$ cat config.mk
export PLATFORM = sky130hd
export DESIGN_NAME = clk_div_prog
export DESIGN_NICKNAME = d
export VERILOG_FILES = /design/src/rtl/clk_div_prog.sv
export SDC_FILE = /design/constraint.sdc
export NUM_CORES = 1
export LEC_CHECK = 0
export CAP_MARGIN = 40
export CORE_MARGIN = 4
export CORE_UTILIZATION = 23
export DETAILED_ROUTE_END_ITERATION = 8
export RECOVER_POWER = 50
export SYNTH_ARGS = -nofsm -noshare
export SYNTH_HDL_FRONTEND = slang
export SYNTH_SLANG_ARGS = --single-unit
$ cat constraint.sdc
create_clock -name clk -period 2.7 [get_ports clk]
set_input_delay 0.405 -clock clk [delete_from_list [all_inputs] [get_ports clk]]
set_output_delay 0.405 -clock clk [all_outputs]
set_load 0.05 [all_outputs]
$ cat src/rtl/clk_div_prog.sv
// Programmable multi-channel clock divider: each channel produces a one-cycle tick
// every div cycles and a square (mode 0) or pulse (mode 1) clk_out, reconfigurable on the fly.
module clk_div_prog #(
  parameter  int N_CH    = 2,
  parameter  int CNT_W   = 26,
  parameter  int DEF_DIV = 33554432,
  localparam int CH_W    = (N_CH > 1) ? $clog2(N_CH) : 1
) (
  input  logic             clk,
  input  logic             rst,
  input  logic [N_CH-1:0]  en,
  input  logic             cfg_valid,
  output logic             cfg_ready,
  input  logic [CH_W-1:0]  cfg_ch,
  input  logic [CNT_W-1:0] cfg_div,
  input  logic             cfg_mode,
  output logic [N_CH-1:0]  tick,
  output logic [N_CH-1:0]  clk_out
);

  logic [N_CH-1:0] sel;
  logic [N_CH-1:0] pend;
  logic            accept;

  // An out-of-range cfg_ch selects no channel, so it is always ready and changes nothing.
  assign cfg_ready = rst || ((sel & pend) == '0);
  assign accept    = cfg_valid && cfg_ready && !rst;

  for (genvar gi = 0; gi < N_CH; gi++) begin : ch_g
    logic [CNT_W-1:0] cnt_reg, cnt_next;
    logic [CNT_W-1:0] div_reg, div_next;
    logic [CNT_W-1:0] sh_div_reg, sh_div_next;
    logic             mode_reg, mode_next;
    logic             sh_mode_reg, sh_mode_next;
    logic             pend_reg, pend_next;
    logic             tick_reg, tick_next;
    logic             clk_out_reg, clk_out_next;
    logic             active;
    logic             wrap;
    logic             take;

    assign sel[gi]     = (cfg_ch == CH_W'(gi));
    assign active      = en[gi] && (div_reg != '0);
    assign wrap        = active && (cnt_reg == div_reg - CNT_W'(1));
    assign take        = accept && sel[gi];
    assign pend[gi]    = pend_reg;
    assign tick[gi]    = tick_reg;
    assign clk_out[gi] = clk_out_reg;

    always_comb begin
      cnt_next     = cnt_reg;
      div_next     = div_reg;
      mode_next    = mode_reg;
      sh_div_next  = sh_div_reg;
      sh_mode_next = sh_mode_reg;
      pend_next    = pend_reg;
      tick_next    = 1'b0;
      clk_out_next = clk_out_reg;

      // Accept only happens with pend_reg clear, so it never collides with an apply below.
      if (take) begin
        sh_div_next  = cfg_div;
        sh_mode_next = cfg_mode;
        pend_next    = 1'b1;
      end

      if (!active) begin
        // An idle (div=0) channel never wraps, so a pending update is applied at once
        // just like on a disabled channel; otherwise it could never leave div=0.
        if (pend_reg) begin
          div_next     = sh_div_reg;
          mode_next    = sh_mode_reg;
          pend_next    = 1'b0;
          cnt_next     = '0;
          clk_out_next = 1'b0;
        end else if (div_reg == '0) begin
          cnt_next     = '0;
          clk_out_next = 1'b0;
        end
      end else if (wrap) begin
        cnt_next  = '0;
        tick_next = 1'b1;
        if (pend_reg && (sh_mode_reg != mode_reg)) begin
          clk_out_next = 1'b0;
        end else begin
          clk_out_next = mode_reg ? 1'b1 : ~clk_out_reg;
        end
        if (pend_reg) begin
          div_next  = sh_div_reg;
          mode_next = sh_mode_reg;
          pend_next = 1'b0;
        end
      end else begin
        cnt_next = cnt_reg + CNT_W'(1);
        if (mode_reg) begin
          clk_out_next = 1'b0;
        end
      end
    end

    always_ff @(posedge clk) begin
      if (rst) begin
        cnt_reg     <= '0;
        div_reg     <= CNT_W'(DEF_DIV);
        mode_reg    <= 1'b0;
        sh_div_reg  <= CNT_W'(DEF_DIV);
        sh_mode_reg <= 1'b0;
        pend_reg    <= 1'b0;
        tick_reg    <= 1'b0;
        clk_out_reg <= 1'b0;
      end else begin
        cnt_reg     <= cnt_next;
        div_reg     <= div_next;
        mode_reg    <= mode_next;
        sh_div_reg  <= sh_div_next;
        sh_mode_reg <= sh_mode_next;
        pend_reg    <= pend_next;
        tick_reg    <= tick_next;
        clk_out_reg <= clk_out_next;
      end
    end
  end

endmodule
# --- Word-level counts from Yosys, hierarchy flattened ---
# Index checks and enable logic that the tools add are counted.
totals:
  regBits: 166
  in_bits: 33
  output_inout_bits: 5
  elab_cells: 101
op_classes:
  add_sub_neg: 4
  n_eq_ne: 8
  n_mux: 44
  bitwise: 6
  n_reduce_logical: 23
ops:
  columns: ["op", "count"]
  rows:
  - ["26-bit 2-to-1 mux", 14]
  - ["26-bit by 1-bit adder with 26-bit output, second input constant", 2]
  - ["26-bit == test", 2]
  - ["26-bit logical NOT", 2]
  - ["26-bit nonzero test", 2]
  - ["26-bit by 1-bit subtractor with 26-bit output, second input constant", 2]
  - ["1-bit 2-to-1 mux", 30]
  - ["1-bit logical AND", 10]
  - ["3-bit by 2-bit != test with 1-bit output, second input constant", 2]
  - ["3-bit nonzero test", 2]
  - ["1-bit NOT", 5]
  - ["2-bit by 1-bit != test with 1-bit output, second input constant", 2]
  - ["2-bit AND reduction", 2]
  - ["2-bit OR reduction", 2]
  - ["2-bit bitwise AND", 1]
  - ["2-bit logical NOT", 1]
  - ["1-bit != test", 2]
  - ["1-bit logical NOT", 1]
  - ["1-bit logical OR", 1]

# --- Logic depth before layout (Yosys ltp) ---
# Gate-level depths: netlist of the first run.
depth:
  depth_word: 11
  mapped_depth: 13
  ltp_nobuf: 10

# --- Least setup slack after synthesis of the first run ---
# Ideal clock, no wire load.
synth_timing:
  path_kind: "register to register"
  from: "reg ch_g[0].div_reg[2]"
  to: "reg ch_g[0].div_reg[10]"
  setup_ns: 0.072
  arrival_time_ns: 2.821
  required_ns: 2.628
  slack_ns: -0.193
  path_stages_with_launch: 11
  path_buffers: 2
  period_less_slack_ns: 2.893
  cell_sequence: "dfxtp_1 -> buf_2 -> nor4_1 -> nand4_2 -> or4_1 -> a211oi_1 -> o2111a_2 -> nand4_4 -> a21oi_4 -> buf_8 -> mux2i_1"
synth_via:
  elab_chain_len: 4
  elab_cells_between_ends: 7
  classes_between: "add/sub (1); eq/ne (2); mux (1); reduce/logical (3)"
synth_rtl:
  columns: ["item", "line_no", "text"]
  rows:
  - ["from (decl)", "31", "logic [CNT_W-1:0] div_reg, div_next;"]
  - ["from (signal assigned)", "104", "div_reg <= CNT_W'(DEF_DIV);"]
  - ["from (signal assigned)", "113", "div_reg <= div_next;"]
  - ["26-bit by 1-bit subtractor with 26-bit output / 26-bit nonzero test (equally long branches)", "44, 43", null]
  - ["26-bit == test / 1-bit logical AND (equally long branches)", "44, 43", null]
  - ["1-bit logical AND", "44", "assign wrap = active && (cnt_reg == div_reg - CNT_W'(1));"]
  - ["2-bit by 1-bit != test with 1-bit output (no source line)", null, null]
# Several ways; a longest one is shown, not always the timed one.
# A chain may end at the register's enable or synchronous reset.

# --- Worst setup path after layout of the first run ---
layout_timing:
  from: "reg ch_g[1].div_reg[11]"
  to: "reg ch_g[1].div_reg[15]"
layout_via:
  elab_chain_len: 4
  elab_cells_between_ends: 7
  classes_between: "add/sub (1); eq/ne (2); mux (1); reduce/logical (3)"
layout_rtl:
  columns: ["item", "line_no"]
  rows:
  - ["from (decl)", "31"]
  - ["from (signal assigned)", "104"]
  - ["from (signal assigned)", "113"]
  - ["26-bit by 1-bit subtractor with 26-bit output / 26-bit nonzero test (equally long branches)", "44, 43"]
  - ["26-bit == test / 1-bit logical AND (equally long branches)", "44, 43"]
  - ["1-bit logical AND", "44"]
  - ["2-bit by 1-bit != test with 1-bit output (no source line)", null]
# Several ways; a longest one is shown, not always the timed one.

==> results of run 1 <==
## kinds of logic after synthesis
family,count (synthesis),share of synthesized area
flops,166,0.367
mux,34,0.0377
xor+xnor,114,0.110
compound gates,180,0.133
fa+ha+maj,6,0.00829
simple gates,544,0.298
buf+inv,99,0.0460
## layer usage
metal  GRT usage  wire length (um)  up-vias
met5           0                 0        -
met4      0.0478               778        0
met3      0.0184               719       47
met2       0.205             13000      153
met1       0.146             11600     4040
li1            -                 -     4237
## worst reg2reg max path: stages, from the launching register on
cell      delay [ns]
dfxtp_2         0.34
or4_4           0.53
or3_4           0.35
xor2_1          0.17
a41oi_2         0.15
nor4b_2         0.29
nand4_1         0.20
buf_6           0.21
buf_4           0.18
nand4_1         0.13
o311ai_4        0.11
## power by group
group / switching (uW) / internal (uW)
clock network: 1030 / 1540
logic: 482 / 377
registers: 45.3 / 2520
total: 1550 / 4440
## per-stage QoR
step / area [um2] / worst slack [ns] / setup TNS, ns
final: 11900 / -0.0771 / -3.07
after global routing: 11900 / -0.208 / -14.34
after floorplan: 9170 / -0.00519 / -0.00519
after global placement: 10800 / -0.128 / -5.26
after CTS: 11500 / -0.0352 / -0.108
after detailed placement: 10800 / -0.132 / -6.21
## path summary, 6_finish.rpt
| check | slack, ns | from | depth (start not counted) | end |
|---|---|---|---|---|
| worst max-delay path | -0.08 | ch_g[1].div_reg[11] | 10 | ch_g[1].div_reg[15] |
| worst min-delay path | 0.45 | rst | 2 | ch_g[1].cnt_reg[0] |
| worst max register to register | -0.08 | ch_g[1].div_reg[11] | 10 | ch_g[1].div_reg[15] |
| worst min register to register | 0.46 | ch_g[1].sh_div_reg[21] | 2 | ch_g[1].sh_div_reg[21] |
## cell type report
cell class / count / area share
Tap cell: 518 / 0.0543
Inverter: 16 / 0.00503
Sequential cell: 166 / 0.279
Clock buffer: 19 / 0.0363
Clock inverter: 12 / 0.0150
Multi-Input combinational cell: 878 / 0.489
Timing Repair Buffer: 156 / 0.121
## cells in the mapped netlist (7+ instances only)
cell / count / share of area
a211oi_1: 7 / 0.0058
a21oi_1: 36 / 0.020
and3_1: 9 / 0.0062
buf_2: 9 / 0.0050
clkbuf_1: 62 / 0.026
dfxtp_1: 166 / 0.37
inv_1: 14 / 0.0058
mux2i_1: 33 / 0.036
nand2_1: 192 / 0.080
nand2b_1: 9 / 0.0062
nand3_1: 39 / 0.022
nand4_1: 46 / 0.032
nor2_1: 102 / 0.042
nor3_1: 56 / 0.031
nor3b_1: 27 / 0.022
nor4_1: 15 / 0.010
o21ai_0: 60 / 0.033
o311ai_0: 19 / 0.018
o311ai_1: 10 / 0.0097
o31ai_1: 7 / 0.0058
or3_1: 7 / 0.0048
or4_1: 8 / 0.0066
xnor2_1: 59 / 0.057
xor2_1: 55 / 0.053
## timing repair
item                                   CTS  global route
endpoints found under the hold margin    0             0
cloned                                   0             4
setup endpoints to repair              105           111
pin swaps                                7            27
gates resized for setup                 38            57
buffers inserted                         2             3
==> flow_metrics.py, run 1 <==
metrics = {
    "worst_setup_path": {
        "cpPeakStageDelay_ns": 0.53,
        "startpoint_type": "flop",
        "critPathMostFrequentCell": "nand4_1",
        "critical_path_class": "reg2reg",
        "path_buf_inv": 2,
        "path_cells": "or4_4 > or3_4 > xor2_1 > a41oi_2 > nor4b_2 > nand4_1 > buf_6 > buf_4 > nand4_1 > o311ai_4",
        "cpMaxStageDelayCell": "or4_4",
        "cp.arrival_ns": 3.08,
        "cp.required_ns": 3.00,
        "crit_family": "simple AND/OR/NAND/NOR gates",
        "crit_fanout": 7,
        "endpoint_kind": "flop",
    },
    "hold_path": {
        "hold_path.class": "in2reg",
    },
    "detailed_routing": {
        "wl_um": 26100,
        "ant_nets": 0,
        "drt_iter0_drc": 502,
        "routedWlPerCell_um": 14.8,
        "avgViaCountPerCell": 4.80,
        "post-route-drc-count": 0,
        "via_count": 8477,
        "drt_first_pass_iters": 5,
    },
    "timing": {
        "fin_crit_ns": 2.78,
        "setup_ws_ns": -0.0771,
        "relSlewSlack": 0.526,
        "worst_slew_pin_slew_ns": 0.706,
        "setup_viol": 95,
        "hold_viol": 0,
        "fin_crit_sh": 1.03,
        "timing.hold.ws_ns": 0.453,
        "rsz0062_at_grt": "true",
        "drv_slew": 0,
        "skew_ns": 0.0102,
        "fmax_mhz": 360,
    },
    "grt": {
        "grt_usage": 0.118,
        "grt_pass1_wl_um": 41200,
        "grt_pass1_vias": 8168,
        "grt_overflow": 0,
        "grt_antenna_before_repair": 0,
        "grt_max_degree": 104,
    },
    "synth": {
        "synthCells": 1143,
        "syn_area_per_cell_um2": 7.92,
        "ys_warn_count": 0,
        "synth-seq-area-share": 0.367,
        "synthFlopType": "dfxtp_1",
        "synthesis.area_um2": 9050,
        "synth_edf_count": 0,
        "synth_cell_type_count": 74,
        "synthArstFlopShare": 0,
        "ys_seq_elements": 166,
        "syn_nets": 1182,
    },
    "outcome": {
        "failed_checks": "setup timing",
        "outcome": "finished, violations left",
    },
    "floorplan": {
        "coreArea_um2": 38800,
        "num_io_pins": 38,
        "start_util": 0.233,
        "row_count": 72,
        "die_w_um": 206,
        "die_y_um": 206,
        "die_area_um2": 42600,
    },
    "power": {
        "total_power_uw": 5990,
        "power_density_nw_per_um2": 502,
        "ir_drop_mv": 0.479,
        "cellLeakagePower_uw": 0.00434,
    },
    "clocking": {
        "clk_pin_slew_ns": 0.07,
        "clk_path_buf_depth": 2,
        "cts_buffers": 17,
        "h-tree-depth": 4,
        "insertion_delay_ns": 0.43,
        "clock_sinks": 166,
        "cts_hold_buffers": 0,
        "cts-root-buf": "clkbuf_16",
        "tritoncts": "built",
    },
    "placement": {
        "gp_congestion": 0.856,
        "dpl.hpwl_um": 18100,
        "placedCellCount": 1725,
        "place.port_buffers": 37,
    },
    "final_layout": {
        "final_common_cell": "nand2_1",
        "nets": 1274,
        "layout-drive-gt1-share": 0.196,
        "finalNonFillerCells": 1765,
        "utilization": 0.307,
        "antennaDiodeCount": 0,
        "final_cell_mix": "nand2_1, dfxtp_1, nor2_1, buf_4, o21ai_0",
        "seqCellArea_um2": 3330,
        "num-fill-cells": 4058,
        "multi_input_area_um2": 5830,
        "syn2layout_area_growth_pct": 31.7,
    },
    "job": {
        "cap_violations": 0,
    },
}
No activity file was read; power rests on OpenSTA's default activity.
==> inputs of run 2 (changes only) <==
Settings changed: PLACE_DENSITY from default to 0.44.
==> flow_metrics.py, run 2 (same netlist as run 1, synthesis figures left out) <==
metrics = {
    "worst_setup_path": {
        "path_buf_inv": 3,
        "r2r_start": "ch_g[0].div_reg[0]",
        "reg2reg_slack_ns": -0.09,
        "cp.arrival_ns": 3.15,
        "cpMaxStageDelayCell": "or4_1",
        "r2r_cells": 11,
        "startpoint_type": "flop",
        "crit_fanout": 16,
        "path_cells": "buf_6 > nor4_2 > buf_4 > nand4_2 > or4_1 > a211oi_2 > o2111a_2 > nand4_4 > a21oi_4 > buf_12 > mux2i_2",
        "cp.required_ns": 3.06,
        "regToRegEndpoint": "ch_g[0].div_reg[8]",
        "endpoint_kind": "flop",
        "crit_family": "simple AND/OR/NAND/NOR gates",
        "critical_path_class": "reg2reg",
        "cpPeakStageDelay_ns": 0.44,
    },
    "clocking": {
        "clk_path_buf_depth": 2,
        "cts-root-buf": "clkbuf_16",
        "cts_buffers": 17,
        "tritoncts": "built",
        "insertion_delay_ns": 0.45,
        "clock_sinks": 166,
        "clk_pin_slew_ns": 0.07,
        "cts_hold_buffers": 0,
        "h-tree-depth": 4,
    },
    "power": {
        "power_frac_seq": 0.436,
        "power_density_nw_per_um2": 493,
        "p_int_uw": 4130,
        "power_frac_clock": 0.417,
        "total_power_uw": 5880,
        "ir_drop_mv": 0.463,
        "switchingPower_uw": 1750,
        "pwr-share-comb": 0.147,
        "cellLeakagePower_uw": 0.00432,
        "switching_share": 0.298,
    },
    "timing": {
        "hold_viol": 0,
        "setup_viol": 74,
        "relSlewSlack": 0.385,
        "worst_slew_pin_slew_ns": 0.922,
        "fin_crit_ns": 2.79,
        "drv_slew": 0,
        "setup_ws_ns": -0.0872,
        "timing.hold.ws_ns": 0.268,
        "rsz0062_at_grt": "true",
        "skew_ns": 0.0183,
        "fmax_mhz": 359,
        "fin_crit_sh": 1.03,
    },
    "detailed_routing": {
        "post-route-drc-count": 0,
        "via_count": 8317,
        "wl_um": 26900,
        "ant_nets": 0,
        "drt_iter0_drc": 495,
        "routedWlPerCell_um": 15.2,
        "drt_first_pass_iters": 5,
        "avgViaCountPerCell": 4.69,
    },
    "placement": {
        "place.port_buffers": 37,
        "dpl.hpwl_um": 19400,
        "gp_congestion": 0.833,
    },
    "floorplan": {
        "die_w_um": 206,
        "num_io_pins": 38,
        "coreArea_um2": 38800,
        "row_count": 72,
        "start_util": 0.233,
        "die_area_um2": 42600,
        "die_y_um": 206,
    },
    "final_layout": {
        "final_cell_mix": "nand2_1, dfxtp_1, buf_4",
        "layout-drive-gt1-share": 0.208,
        "syn2layout_area_growth_pct": 31.9,
        "utilization": 0.307,
        "final_common_cell": "nand2_1",
        "antennaDiodeCount": 0,
        "nets": 1281,
        "num-fill-cells": 4083,
    },
    "hold_path": {
        "hold_path.class": "in2reg",
        "whs_path_depth": 2,
        "min_to": "ch_g[1].cnt_reg[0]",
        "worstHoldStart": "rst",
    },
    "grt": {
        "grt_max_degree": 53,
        "grt_usage": 0.126,
        "grt_pass1_wl_um": 43500,
        "grt_pass1_vias": 8122,
        "grt_overflow": 0,
        "grt_antenna_before_repair": 0,
    },
    "outcome": {
        "failed_checks": "setup timing",
        "outcome": "finished, violations left",
    },
    "job": {
        "cap_violations": 0,
    },
}
[run 2: cell types whose count changed in the layout (fill, tap and decap cells not counted), moves of 4 or more]
cell       change
inv_6          +5
bufinv_16      -4
o311ai_2       +5
buf_4          +5
dfxtp_2        -4
o311ai_1       -4
nor3_1         +4
[run 2: worst max-delay path by stage]
stage | start | to | slack [ns] | cells past startpoint
finish | ch_g[0].div_reg[0] | ch_g[0].div_reg[8] | -0.09 | 11
global placement | ch_g[0].div_reg[1] | ch_g[0].cnt_reg[24] | -0.24 | 12
global route | ch_g[0].div_reg[0] | ch_g[0].div_reg[8] | -0.21 | 12
floorplan | ch_g[1].div_reg[11] | ch_g[1].clk_out_reg | -0.005 | 10
detailed placement | ch_g[0].div_reg[1] | ch_g[0].cnt_reg[17] | -0.25 | 12
CTS | ch_g[0].div_reg[0] | ch_g[0].div_reg[8] | -0.08 | 12
[run 2: per-layer routing]
layer,GRT usage,vias to the layer above,share of wire
met5,0,-,0
met2,0.213,84,0.49
met1,0.167,3963,0.48
met3,0.0210,21,0.023
li1,-,4249,-
met4,0.0352,0,0.016
[run 2: layout make-up]
cell class / count / area [um2] / area share
inverter: 16 / 61.3 / 0.00514
sequential: 166 / 3330 / 0.279
clock buffer: 17 / 425 / 0.0356
multi-input combinational: 878 / 5870 / 0.492
tap: 518 / 648 / 0.0543
timing repair buffer: 163 / 1450 / 0.121
clock inverter: 15 / 154 / 0.0129
[run 2: metrics by stage]
stage	TNS, ns	instance area (um2)	instances	worst slack [ns]
floorplan	-0.00519	9170	1143	-0.00519
global placement	-14.58	10800	1730	-0.243
detailed placement	-16.65	10800	1730	-0.251
CTS	-0.953	11600	1765	-0.0834
global route	-13.57	11900	1773	-0.207
finish	-1.57	11900	1773	-0.0872
[run 2: what timing repair did]
| item | in CTS | in global routing |
|---|---|---|
| buffers inserted | 2 | 6 |
| endpoints found under the setup margin | 110 | 112 |
| cloned | 1 | 2 |
| resized for setup | 58 | 54 |
| pin swaps | 20 | 12 |
[run 2: power by group through the flow]
stage                     logic (uW)  registers (uW)  clock network, uW
after floorplan                  476            2600                  0
after global placement           777            2620                  0
after detailed placement         780            2620                  0
after CTS                        832            2560               2520
after global routing             945            2570               2630
final                            865            2560               2450
==> inputs of run 3 (changes only) <==
Settings changed: CAP_MARGIN 40 to 20.
==> results of run 3 <==
No change in the layout: final DEF, timing and power equal those of run 2.
